$ cat src/rtl/cadence_filt_mc.sv
// cadence_filt_mc: multi-channel cadence sensor conditioner.
// Each channel has its own synchroniser, saturating-counter debounce and
// rise/fall pulse generator. It also measures the rise-to-rise period and
// flags a stall when no rise arrives within the measurable range.

module cadence_filt_ch #(
  parameter int STBL_W   = 16,
  parameter int FAST_SIM = 1,
  parameter int PER_W    = 20
) (
  input  logic             clk,
  input  logic             rst,
  input  logic             cad_in,
  output logic             cad_filt,
  output logic             cad_rise,
  output logic             cad_fall,
  output logic [PER_W-1:0] period,
  output logic             period_vld,
  output logic             stalled
);

  // Stability threshold: short in simulation builds, full counter range otherwise.
  localparam logic [STBL_W-1:0] TH      = (FAST_SIM != 0) ? STBL_W'(10'd511) : {STBL_W{1'b1}};
  localparam logic [PER_W-1:0]  PMAX    = {PER_W{1'b1}};
  localparam logic [PER_W-1:0]  PMAX_M1 = {{(PER_W-1){1'b1}}, 1'b0};
  localparam logic [PER_W-1:0]  PONE    = {{(PER_W-1){1'b0}}, 1'b1};
  localparam logic [STBL_W-1:0] CONE    = {{(STBL_W-1){1'b0}}, 1'b1};

  logic              s1_r;
  logic              s2_r;
  logic              s3_r;
  logic              chg_s;
  logic [STBL_W-1:0] cnt_r;
  logic [STBL_W-1:0] cnt_nxt_s;
  logic              filt_r;
  logic              filt_nxt_s;
  logic              rise_r;
  logic              fall_r;

  logic [PER_W-1:0]  pcnt_r;
  logic [PER_W-1:0]  pcnt_nxt_s;
  logic [PER_W-1:0]  period_r;
  logic [PER_W-1:0]  period_nxt_s;
  logic              armed_r;
  logic              armed_nxt_s;
  logic              vld_r;
  logic              vld_nxt_s;
  logic              stalled_r;
  logic              stalled_nxt_s;

  // Debounce: restart the stability count on any synchronised change, saturate at TH,
  // and only let the synchronised level through once it has been stable long enough.
  always_comb begin
    chg_s = s2_r ^ s3_r;
    if (chg_s) begin
      cnt_nxt_s = {STBL_W{1'b0}};
    end else if (cnt_r == TH) begin
      cnt_nxt_s = TH;
    end else begin
      cnt_nxt_s = cnt_r + CONE;
    end
    if (cnt_r == TH) begin
      filt_nxt_s = s3_r;
    end else begin
      filt_nxt_s = filt_r;
    end
  end

  // Synchronise the raw input, advance the debounce counter and register level and edge pulses.
  always_ff @(posedge clk or posedge rst) begin
    if (rst) begin
      s1_r   <= 1'b0;
      s2_r   <= 1'b0;
      s3_r   <= 1'b0;
      cnt_r  <= {STBL_W{1'b0}};
      filt_r <= 1'b0;
      rise_r <= 1'b0;
      fall_r <= 1'b0;
    end else begin
      s1_r   <= cad_in;
      s2_r   <= s1_r;
      s3_r   <= s2_r;
      cnt_r  <= cnt_nxt_s;
      filt_r <= filt_nxt_s;
      // Pulses are aligned with the first cycle of the new filtered level.
      rise_r <= filt_nxt_s & ~filt_r;
      fall_r <= ~filt_nxt_s & filt_r;
    end
  end

  // Period measurement: a rise latches the running count (when armed) and restarts it;
  // reaching the top of the counter means the period is unknown, so disarm and flag a stall.
  always_comb begin
    pcnt_nxt_s    = pcnt_r;
    period_nxt_s  = period_r;
    armed_nxt_s   = armed_r;
    vld_nxt_s     = 1'b0;
    stalled_nxt_s = stalled_r;
    if (rise_r) begin
      if (armed_r) begin
        period_nxt_s = pcnt_r;
      end else begin
        period_nxt_s = period_r;
      end
      vld_nxt_s     = armed_r;
      pcnt_nxt_s    = PONE;
      armed_nxt_s   = 1'b1;
      stalled_nxt_s = 1'b0;
    end else if ((pcnt_r == PMAX_M1) || (pcnt_r == PMAX)) begin
      pcnt_nxt_s    = PMAX;
      armed_nxt_s   = 1'b0;
      stalled_nxt_s = 1'b1;
    end else begin
      pcnt_nxt_s    = pcnt_r + PONE;
    end
  end

  // Period state register; stalled starts high because no period is known after reset.
  always_ff @(posedge clk or posedge rst) begin
    if (rst) begin
      pcnt_r    <= {PER_W{1'b0}};
      period_r  <= {PER_W{1'b0}};
      armed_r   <= 1'b0;
      vld_r     <= 1'b0;
      stalled_r <= 1'b1;
    end else begin
      pcnt_r    <= pcnt_nxt_s;
      period_r  <= period_nxt_s;
      armed_r   <= armed_nxt_s;
      vld_r     <= vld_nxt_s;
      stalled_r <= stalled_nxt_s;
    end
  end

  assign cad_filt   = filt_r;
  assign cad_rise   = rise_r;
  assign cad_fall   = fall_r;
  assign period     = period_r;
  assign period_vld = vld_r;
  assign stalled    = stalled_r;

endmodule

module cadence_filt_mc #(
  parameter int NUM_CH   = 2,
  parameter int STBL_W   = 16,
  parameter int FAST_SIM = 1,
  parameter int PER_W    = 20
) (
  input  logic                    clk,
  input  logic                    rst,
  input  logic [NUM_CH-1:0]       cad_in,
  output logic [NUM_CH-1:0]       cad_filt,
  output logic [NUM_CH-1:0]       cad_rise,
  output logic [NUM_CH-1:0]       cad_fall,
  output logic [NUM_CH*PER_W-1:0] period,
  output logic [NUM_CH-1:0]       period_vld,
  output logic [NUM_CH-1:0]       stalled
);

  // Channels share nothing but clock and reset.
  for (genvar i = 0; i < NUM_CH; i++) begin : g_ch
    cadence_filt_ch #(
      .STBL_W   (STBL_W),
      .FAST_SIM (FAST_SIM),
      .PER_W    (PER_W)
    ) u_ch (
      .clk        (clk),
      .rst        (rst),
      .cad_in     (cad_in[i]),
      .cad_filt   (cad_filt[i]),
      .cad_rise   (cad_rise[i]),
      .cad_fall   (cad_fall[i]),
      .period     (period[i*PER_W +: PER_W]),
      .period_vld (period_vld[i]),
      .stalled    (stalled[i])
    );
  end

endmodule

$ cat config.mk
export PLATFORM = sky130hd
export DESIGN_NAME = cadence_filt_mc
export DESIGN_NICKNAME = d
export VERILOG_FILES = /design/src/rtl/cadence_filt_mc.sv
export SDC_FILE = /design/constraint.sdc
export NUM_CORES = 1
export LEC_CHECK = 0
export ABC_AREA = 1
export BUFFER_PORTS_ARGS = -buffer_cell sky130_fd_sc_hd__buf_2
export CORE_MARGIN = 1.5
export CORE_UTILIZATION = 54
export CTS_CLUSTER_SIZE = 10
export DETAILED_ROUTE_END_ITERATION = 10
export GPL_TIMING_DRIVEN = 0
export PLACE_DENSITY = 0.79
export SLEW_MARGIN = 30
export SYNTH_ARGS = -nofsm -noshare
export SYNTH_HDL_FRONTEND = slang
export SYNTH_HIERARCHICAL = 1
export SYNTH_SLANG_ARGS = --single-unit
$ cat constraint.sdc
create_clock -name clk -period 1.8 [get_ports clk]
set_input_delay 0.27 -clock clk [delete_from_list [all_inputs] [get_ports clk]]
set_output_delay 0.27 -clock clk [all_outputs]
set_load 0.05 [all_outputs]
==> results of run 1 <==
layout make-up:
type                       instances  area share [%]
sequential                       130           43.37
multi-input combinational        522           35.37
clock buffer                      23           6.368
timing repair buffer              60           5.301
inverter                          98           5.001
tap                              143           2.384
clock inverter                     9           1.400
buffer                            12          0.8001
flip-flops by register name (all words and copies together), names as in the netlist:
register / cells
g_ch.u_ch/s2_r: 2
g_ch.u_ch/armed_r: 2
g_ch.u_ch/period: 40
g_ch.u_ch/cad_fall: 2
g_ch.u_ch/cnt_r: 32
g_ch.u_ch/cad_rise: 2
g_ch.u_ch/period_vld: 2
g_ch.u_ch/cad_filt: 2
g_ch.u_ch/s1_r: 2
g_ch.u_ch/pcnt_r: 40
g_ch.u_ch/s3_r: 2
g_ch.u_ch/stalled: 2
cells by family after synthesis:
logic type	count (synthesis)
simple gates	400
flops	130
buf+inv	110
compound gates	82
xor+xnor	34
fa+ha+maj	6
worst max-delay path: cells and delay by family (launching register included):
kind	cells	cell delay (ns)
buffers and inverters	2	0.23
AND/OR/NAND/NOR	6	0.56
flip-flops	1	0.46
adder cells (fa/ha/maj)	1	0.28
Yosys cell counts:
cell type,instances
xnor2_1,10
dfrtp_1,128
nor3b_1,2
xor2_1,24
nand2_2,12
nor2_1,90
o21ai_1,8
nand2_1,190
nand3_1,64
dfstp_2,2
nand4_1,10
nor2_4,12
a21oi_2,12
nor2_2,8
o21ai_0,36
a21oi_1,24
ha_1,6
buf_6,2
inv_2,8
inv_1,88
nor3_1,4
nor3_2,4
clkbuf_1,8
nand2_4,2
clkinv_1,2
buf_1,2
a31oi_1,2
nor3_4,2
metrics by stage:
stage,worst slack (ns),std cells
4_1_cts,0.1666,997
6_report,0.1551,997
3_3_place_gp,0.2307,958
2_1_floorplan,0.3452,762
5_1_grt,0.03288,997
3_5_place_dp,0.1942,962
power groups by stage:
stage	Clock, mW	Combinational (mW)	Sequential, mW
6_report	3.38	0.169	2.98
5_1_grt	3.59	0.196	2.98
4_1_cts	3.43	0.175	2.98
3_5_place_dp	0	0.168	3.03
3_3_place_gp	0	0.136	3.02
2_1_floorplan	0	0.104	3.02
per-layer routing:
metal	up-vias	global-route usage (%)	share of wire, %
li1	2572	-	-
met1	2380	32.05	47
met2	109	36.36	47
met3	13	6.042	4.8
met4	0	8.186	1.1
met5	-	0	0
final timing paths:
kind,from,end,slack (ns),cells after the start
setup / recovery,g_ch[1].u_ch/pcnt_r[1]$_DFF_PP0_,g_ch[1].u_ch/armed_r$_DFFE_PP0P_,0.16,9
hold / removal,g_ch[1].u_ch/s1_r$_DFF_PP0_,g_ch[1].u_ch/s2_r$_DFF_PP0_,0.35,0
setup reg to reg,g_ch[1].u_ch/pcnt_r[1]$_DFF_PP0_,g_ch[1].u_ch/armed_r$_DFFE_PP0P_,0.16,9
hold reg to reg,g_ch[1].u_ch/s1_r$_DFF_PP0_,g_ch[1].u_ch/s2_r$_DFF_PP0_,0.35,0
max in group asynchronous,rst,g_ch[0].u_ch/pcnt_r[15]$_DFF_PP0_,0.64,5
min in group asynchronous,rst,g_ch[1].u_ch/cnt_r[6]$_DFF_PP0_,0.43,3
==> run metrics, run 1 <==
status=completed; WHS=0.3508 ns; Final #Nets=851; Synth top area share=50.53%; VDD IR max=0.0007716 V; # diodes=0; drt drc=0; DRT Pass-1 Iters=6; Routed WL=13390 um; DR vias=5074; wire length per cell=13.43 um; fmax=0.6079 GHz; first-pass GRT wire length=23270 um; simple-gate share of the synthesized area=28.78%; overall global routing resource usage=23.34%; Final Max Tran Viols=0; post-CTS setup buffers=0; Hold Path Class=reg2reg; final setup TNS=0 ns; XOR/XNOR Fraction of Synth Area=4.698%; top cells by area, synth=dfrtp_1, nand2_1, nor2_1; FF+latch area=3256 sq um; total power=6.525 mW; post-DP HPWL=9365 um; Clk network pwr share=51.8%; Vias/cell=5.089; Adder-Cell Fraction of Synth Area=1.184%; final instance area=7506 sq um; clock skew=0.007365 ns; row cnt=39; CP Data Arrival Time=1.94 ns; Mean Syn Cell Area=8.318 sq um; Sw Share=21.05%; placed cell area=6893 sq um; mapped cell area=6339 sq um; Filler cells=939; CTS Buf Count=17; endpoints failing hold=0; power per cell area=869.3 nW/um^2; post-synth net total=772; Final GP Congestion=0.9027; main combinational cell family by area after synthesis=simple AND/OR/NAND/NOR gates; crit-path cells=ha_1 > inv_2 > nor2_4 > nor2_1 > nor2_4 > nand2_4 > buf_6 > nand2_1 > nand2_1; Synth Warn #=6; ratio of cells with drive above 1 in the final layout=17.80%; Pint=5.151 mW; DRT antenna net count=0; Seq cells post-synth=130; Top-Level Pins=54; final core utilization=65.74%; Logic pwr share=2.6%; worst slew pin tran=0.6675 ns; Mapped Cells=762; WS Path Type=reg2reg; Initial Utilization=55.51%; # hold bufs at CTS=3; CP required=2.10 ns; Max clock buf depth=2; clk slew on worst S/H paths=0.05 ns; initial antenna violation count=0; period utilization=91.38%; Rel. slew slack=55.50%; crit end category=register; post-synthesis mux area share=0%; vias in the first global route=4996; P&R area growth vs syn=18.42%; initial detailed-routing violation count=344; die area=12400 sq um; Synth Area in Compound Gates=7.225%; root buf cell=clkbuf_16; CP Launch Type=register; clk_lat worst skew=0.42 ns; crit-path max cell delay=0.46 ns; Die Y=111.3 um; Distinct cells, synth=28; commonest non-fill, non-tap cell in the layout=nand2_1; share of power burned in registers=45.6%; endpoints failing setup=0; static leakage=3.770 nW; max_cap viols=0; Worst path slowest cell=dfrtp_1; port bufs=53; RSZ-0062 raised after global routing=no; H-Tree Depth=4; Final Critical Period=1.645 ns; remaining global-route overflow=0; pin count of the biggest net entering global routing=28; Max FO, Critical Path=10; CTS resizes=0; Multi-input gate area=2655 sq um; CTS tree=built; Seq/Total Area, Yosys=51.36%; Core Area=11420 sq um; Net Sw Power=1.373 mW; clk sink count=130; Synth area leader=dfrtp_1; commonest cells after routing, fill and taps aside=nand2_1, dfrtp_1, nor2_1, inv_1, nand3_1; die extent in x=111.3 um
No activity file was read; power rests on OpenSTA's default activity.
==> run 2, diff against run 1 <==
--- a/config.mk
+++ b/config.mk
@@ -6,13 +6,15 @@
 export NUM_CORES = 1
 export LEC_CHECK = 0
 export ABC_AREA = 1
-export BUFFER_PORTS_ARGS = -buffer_cell sky130_fd_sc_hd__buf_2
+export ABC_CLOCK_PERIOD_IN_PS = 1800
 export CORE_MARGIN = 1.5
-export CORE_UTILIZATION = 54
+export CORE_UTILIZATION = 57
+export CTS_CLUSTER_DIAMETER = 50
 export CTS_CLUSTER_SIZE = 10
 export DETAILED_ROUTE_END_ITERATION = 10
+export DONT_BUFFER_PORTS = 1
 export GPL_TIMING_DRIVEN = 0
-export PLACE_DENSITY = 0.79
+export PLACE_DENSITY = 0.78
 export SLEW_MARGIN = 30
 export SYNTH_ARGS = -nofsm -noshare
 export SYNTH_HDL_FRONTEND = slang
==> run 2 against run 1 <==
Via count down 1.1%. Cell area down 3.9%. Combinational power down 3%. Wire length down 0.31%. Worst setup slack worse by 0.034 ns. Die area down 5.1%. Register-to-register slack worse by 0.03 ns. Total power down 1.2%. Critical path type unchanged.
==> run metrics, run 2 (synthesized netlist as in run 1, its figures left out) <==
RSZ-0062 raised after global routing=no; H-Tree Depth=4 (unchanged); DR vias=5016 (-1.1%); Core Area=10840 sq um (-5.1%); Clk network pwr share=51.3% (-0.5 points); DRT Pass-1 Iters=6 (unchanged); reg-to-reg slack, setup=0.12 ns (-0.03 ns); clock skew=0.01089 ns (+0.003523 ns); CP required=2.24 ns (+0.14 ns); CP Data Arrival Time=2.12 ns (+0.18 ns); post-CTS setup buffers=0 (unchanged); crit end category=register; port bufs=0 (-100%); Pint=5.150 mW (about the same); Max FO, Critical Path=10 (unchanged); Final WS setup=0.1213 ns (-0.03382 ns); max_cap viols=0 (unchanged); clk_lat worst skew=0.53 ns (+0.11 ns); period utilization=93.26% (+1.9 points); Final Max Tran Viols=0 (unchanged); static leakage=3.472 nW (-7.9%); Net Sw Power=1.298 mW (-5.5%); root buf cell=clkbuf_8; initial antenna violation count=0 (unchanged); post-DP HPWL=9649 um (+3.0%); P&R area growth vs syn=13.78%; Logic pwr share=2.5% (about the same); status=completed; drt drc=0 (unchanged); worst slew pin tran=0.6467 ns (-0.02089 ns); ratio of cells with drive above 1 in the final layout=11.99% (-5.8 points); CTS Buf Count=17 (unchanged); pre-CTS setup slack=-0.05727 ns (-0.2515 ns); Initial Utilization=58.47% (+3.0 points); die extent in x=108.5 um (-2.6%); Filler cells=870 (-7.3%); die area=11760 sq um (-5.1%); share of power burned in registers=46.2% (+0.6 points); commonest non-fill, non-tap cell in the layout=nand2_1; Vias/cell=5.330 (+4.7%); wire length per cell=14.18 um (+5.6%); overall global routing resource usage=25.03% (+1.7 points); CTS tree=built; Die Y=108.5 um (-2.6%); Final #Nets=798 (-6.2%); Top-Level Pins=54 (unchanged); final setup TNS=0 ns (unchanged); pin count of the biggest net entering global routing=30 (+7.1%); total power=6.448 mW (-1.2%); row cnt=38 (-2.6%); fmax=0.5957 GHz (-2.0%); # diodes=0 (unchanged); Sw Share=20.13% (-0.92 points); first-pass GRT wire length=22910 um (-1.5%); Max clock buf depth=2 (unchanged); Final Critical Period=1.679 ns (+0.03382 ns); power per cell area=894.1 nW/um^2 (+2.9%); VDD IR max=0.0008059 V (+4.4%); DRT antenna net count=0 (unchanged); commonest cells after routing, fill and taps aside=nand2_1, dfrtp_1, nor2_1, inv_1, nand3_1; clk sink count=130 (unchanged); endpoints failing hold=0 (unchanged); Final GP Congestion=0.9315 (+3.2%); endpoints failing setup=0 (unchanged); clk slew on worst S/H paths=0.06 ns (about the same); vias in the first global route=5043 (+0.94%); Rel. slew slack=56.89% (+1.4 points); Hold Path Class=in2async; WS Path Type=reg2reg; CP Launch Type=register; initial detailed-routing violation count=348 (+1.2%); Routed WL=13350 um (-0.31%); remaining global-route overflow=0 (unchanged)
## run 2: routing by layer
metal,vias up,global-route usage (%),routed length (um)
li1,2459,-,-
met1,2381,31.86,5732
met2,154,40.25,6366
met3,22,6.872,986
met4,0,10.53,260
met5,-,0,0
## run 2: metrics by stage
stage | utilization [%] | std cells | area [sq um] | hold slack (ns)
final | 66.53 | 941 | 7212 | 0.2680
after CTS | 66.52 | 941 | 7211 | 0.2689
after global placement | 60.16 | 902 | 6521 | 0.3015
after global routing | 66.53 | 941 | 7212 | 0.2903
after detailed placement | 61.03 | 906 | 6616 | 0.1501
after floorplan | - | 762 | 6346 | 0.3014
## run 2: power by group through the flow
stage / Combinational (mW) / Clock, mW / Sequential (mW)
2_1_floorplan: 0.104 / 0 / 3.02
3_5_place_dp: 0.161 / 0 / 3.03
4_1_cts: 0.170 / 3.37 / 2.98
3_3_place_gp: 0.129 / 0 / 3.02
6_report: 0.164 / 3.31 / 2.98
5_1_grt: 0.188 / 3.49 / 2.98
## run 2: final cells by class
| type | instances | area [sq um] | share of cell area [%] |
|---|---|---|---|
| flip-flops and latches | 130 | 3258 | 45.18 |
| multi-input cells | 522 | 2655 | 36.81 |
| clock buffers | 26 | 457.9 | 6.350 |
| inverters | 98 | 375.4 | 5.205 |
| well taps | 140 | 175.2 | 2.429 |
| repair buffers | 7 | 125.1 | 1.735 |
| clock inverters | 6 | 105.1 | 1.457 |
| plain buffers | 12 | 60.06 | 0.8328 |
## run 2: worst paths after layout
check | from | to | depth (start not counted)
max | g_ch[1].u_ch/cad_rise$_DFF_PP0_ | g_ch[1].u_ch/period[15]$_DFFE_PP0P_ | 4
min | rst | g_ch[1].u_ch/cnt_r[15]$_DFF_PP0_ | 2
min reg2reg | g_ch[0].u_ch/s1_r$_DFF_PP0_ | g_ch[0].u_ch/s2_r$_DFF_PP0_ | 0
max reg2reg | g_ch[1].u_ch/cad_rise$_DFF_PP0_ | g_ch[1].u_ch/period[15]$_DFFE_PP0P_ | 4
min in group clk | cad_in[1] | g_ch[1].u_ch/s1_r$_DFF_PP0_ | 1
max in group asynchronous | rst | g_ch[0].u_ch/pcnt_r[13]$_DFF_PP0_ | 4
## run 2: repair_timing
action	CTS	global route
endpoints found under the hold margin	113	0
endpoints found under the setup margin	10	11
resized for setup	1	1
hold buffers	3	0
## run 2: worst max-delay path, stage by stage (launching register included)
cell	delay, ns
dfrtp_2	0.54
nand2_1	0.31
clkbuf_1	0.49
nand2_1	0.13
o21ai_0	0.12
==> run 3, diff against run 2 <==
--- a/config.mk
+++ b/config.mk
@@ -7,6 +7,7 @@
 export LEC_CHECK = 0
 export ABC_AREA = 1
 export ABC_CLOCK_PERIOD_IN_PS = 1800
+export CAP_MARGIN = 0
 export CORE_MARGIN = 1.5
 export CORE_UTILIZATION = 57
 export CTS_CLUSTER_DIAMETER = 50
@@ -14,7 +15,7 @@
 export DETAILED_ROUTE_END_ITERATION = 10
 export DONT_BUFFER_PORTS = 1
 export GPL_TIMING_DRIVEN = 0
-export PLACE_DENSITY = 0.78
+export PLACE_DENSITY = 0.84
 export SLEW_MARGIN = 30
 export SYNTH_ARGS = -nofsm -noshare
 export SYNTH_HDL_FRONTEND = slang
==> run 3 against run 2 <==
Non-clock buffer count did not move. Critical path depth is 5 higher. Global-route usage is 1.2 points higher. Sequential share of layout area decreased by 0.070 points. Sequential power is essentially flat. Register-to-register slack better by 0.04 ns. Clock skew is 0.0029 ns lower. Cell area is 0.16% higher. Largest cell class unchanged. Highest routed layer unchanged.
==> run metrics, run 3 (synthesized netlist as in run 1, its figures left out) <==
status=completed; fin cells=941 (unchanged); total power=6.533 mW (+1.3%); remaining global-route overflow=0 (unchanged); Hold Path Class=in2async; endpoints failing hold=0 (unchanged); die extent in x=108.5 um (unchanged); RSZ-0062 raised after global routing=no; CTS tree=built; DRT antenna net count=0 (unchanged); commonest non-fill, non-tap cell in the layout=nand2_1; clock skew=0.007994 ns (-0.002895 ns); Die Y=108.5 um (unchanged); overall global routing resource usage=26.25% (+1.2 points); Initial Utilization=58.47% (unchanged); DRT Pass-1 Iters=5 (-1); root buf cell=clkbuf_8; Final GP Congestion=0.9356 (+0.44%); pre-CTS setup slack=-0.04936 ns (+0.007909 ns); DR vias=5173 (+3.1%); clk sink count=130 (unchanged); static leakage=3.478 nW (+0.17%); WS Path Type=reg2reg; share of power burned in registers=45.5% (-0.7 points); WHS=0.1764 ns (-0.09162 ns); first-pass GRT wire length=23880 um (+4.2%); Final Max Tran Viols=0 (unchanged); max_cap viols=0 (unchanged); endpoints failing setup=0 (unchanged); Final Critical Period=1.643 ns (-0.03586 ns); ratio of cells with drive above 1 in the final layout=12.11% (+0.12 points); Core Area=10840 sq um (unchanged); CP Launch Type=register; crit-path max cell delay=0.44 ns (-0.10 ns); Sw Share=20.00% (-0.13 points); post-DP HPWL=9756 um (+1.1%); Worst path slowest cell=dfrtp_1; Max clock buf depth=2 (unchanged); power per cell area=904.4 nW/um^2 (+1.2%); CP required=2.21 ns (-0.03 ns); Clk network pwr share=52.0% (+0.7 points); final instance area=7223 sq um (+0.16%); final setup TNS=0 ns (unchanged); wire length per cell=14.89 um (+5.0%); CTS Buf Count=17 (unchanged); Net Sw Power=1.306 mW (+0.67%); CP Data Arrival Time=2.05 ns (-0.07 ns); die area=11760 sq um (unchanged); VDD IR max=0.0005714 V (-29%); # diodes=0 (unchanged); port bufs=0 (unchanged); CP Buf/Inv Count=2 (+1); CP top delay family=simple AND/OR/NAND/NOR gates; worst slew pin tran=0.7302 ns (+0.08359 ns); row cnt=38 (unchanged); initial detailed-routing violation count=481 (+38%); Final #Nets=798 (unchanged); Logic pwr share=2.5% (about the same); placed cell area=6609 sq um (-0.11%); fmax=0.6087 GHz (+2.2%); period utilization=91.27% (-2.0 points); pin count of the biggest net entering global routing=32 (+6.7%); H-Tree Depth=4 (unchanged); clk slew on worst S/H paths=0.06 ns (about the same); final core utilization=66.63% (+0.10 points); Max FO, Critical Path=10 (unchanged); crit-path cells=ha_1 > inv_2 > nor2_4 > nor2_1 > nor2_4 > nand2_4 > buf_6 > nand2_1 > nand2_1; post-CTS setup buffers=0 (unchanged); vias in the first global route=5206 (+3.2%); Vias/cell=5.497 (+3.1%); drt drc=0 (unchanged); Pint=5.226 mW (+1.5%); clk_lat worst skew=0.53 ns (about the same); initial antenna violation count=0 (unchanged); placed cells=906 (unchanged); Top-Level Pins=54 (unchanged); Rel. slew slack=51.32% (-5.6 points); reg-to-reg slack, setup=0.16 ns (+0.04 ns); commonest cells after routing, fill and taps aside=nand2_1, dfrtp_1, nor2_1, inv_1, nand3_1; crit end category=register; Routed WL=14020 um (+5.0%); P&R area growth vs syn=13.96%; Final WS setup=0.1571 ns (+0.03586 ns)
-- run 3: changes by cell type in the layout (fill, tap and decap cells not counted) --
cell and change:
buf_12 +1, buf_16 -1, clkbuf_1 -1, clkbuf_8 +2
clkinv_2 -1
-- run 3: power by group through the flow --
stage	Clock, mW	Sequential, mW	Combinational, mW
finish	3.40	2.98	0.161
global route	3.59	2.98	0.189
CTS	3.43	2.97	0.167
detailed placement	0	3.03	0.160
global placement	0	3.02	0.128
floorplan	0	3.02	0.104
-- run 3: area by class of cell --
type / instances / area [sq um]
fillers: 816 / 3617
flip-flops and latches: 130 / 3258
multi-input cells: 522 / 2655
clock buffers: 27 / 481.7
inverters: 98 / 375.4
well taps: 140 / 175.2
repair buffers: 7 / 117.6
clock inverters: 5 / 100.1
plain buffers: 12 / 60.06
-- run 3: routing by layer --
| metal | vias up | global-route usage [%] | share of wire, % |
|---|---|---|---|
| met3 | 40 | 7.474 | 7.5 |
| met1 | 2484 | 31.01 | 41 |
| met5 | - | 0 | 0 |
| met2 | 184 | 44.25 | 49 |
| li1 | 2465 | - | - |
| met4 | 0 | 12.03 | 2.7 |
-- run 3: final timing paths --
kind	start	end	cells past startpoint
max in group asynchronous	rst	g_ch[1].u_ch/stalled$_DFFE_PP1P_	3
min	rst	g_ch[0].u_ch/s2_r$_DFF_PP0_	2
min in group clk	cad_in[0]	g_ch[0].u_ch/s1_r$_DFF_PP0_	1
max	g_ch[0].u_ch/pcnt_r[1]$_DFF_PP0_	g_ch[0].u_ch/armed_r$_DFFE_PP0P_	9
min reg2reg	g_ch[0].u_ch/s1_r$_DFF_PP0_	g_ch[0].u_ch/s2_r$_DFF_PP0_	0
max reg2reg	g_ch[0].u_ch/pcnt_r[1]$_DFF_PP0_	g_ch[0].u_ch/armed_r$_DFFE_PP0P_	9
-- run 3: repair_timing --
item                                    in CTS  in global routing
hold buffers                                 3                  0
endpoints found under the hold margin      131                  0
resized for setup                            1                  1
endpoints found under the setup margin      10                 20
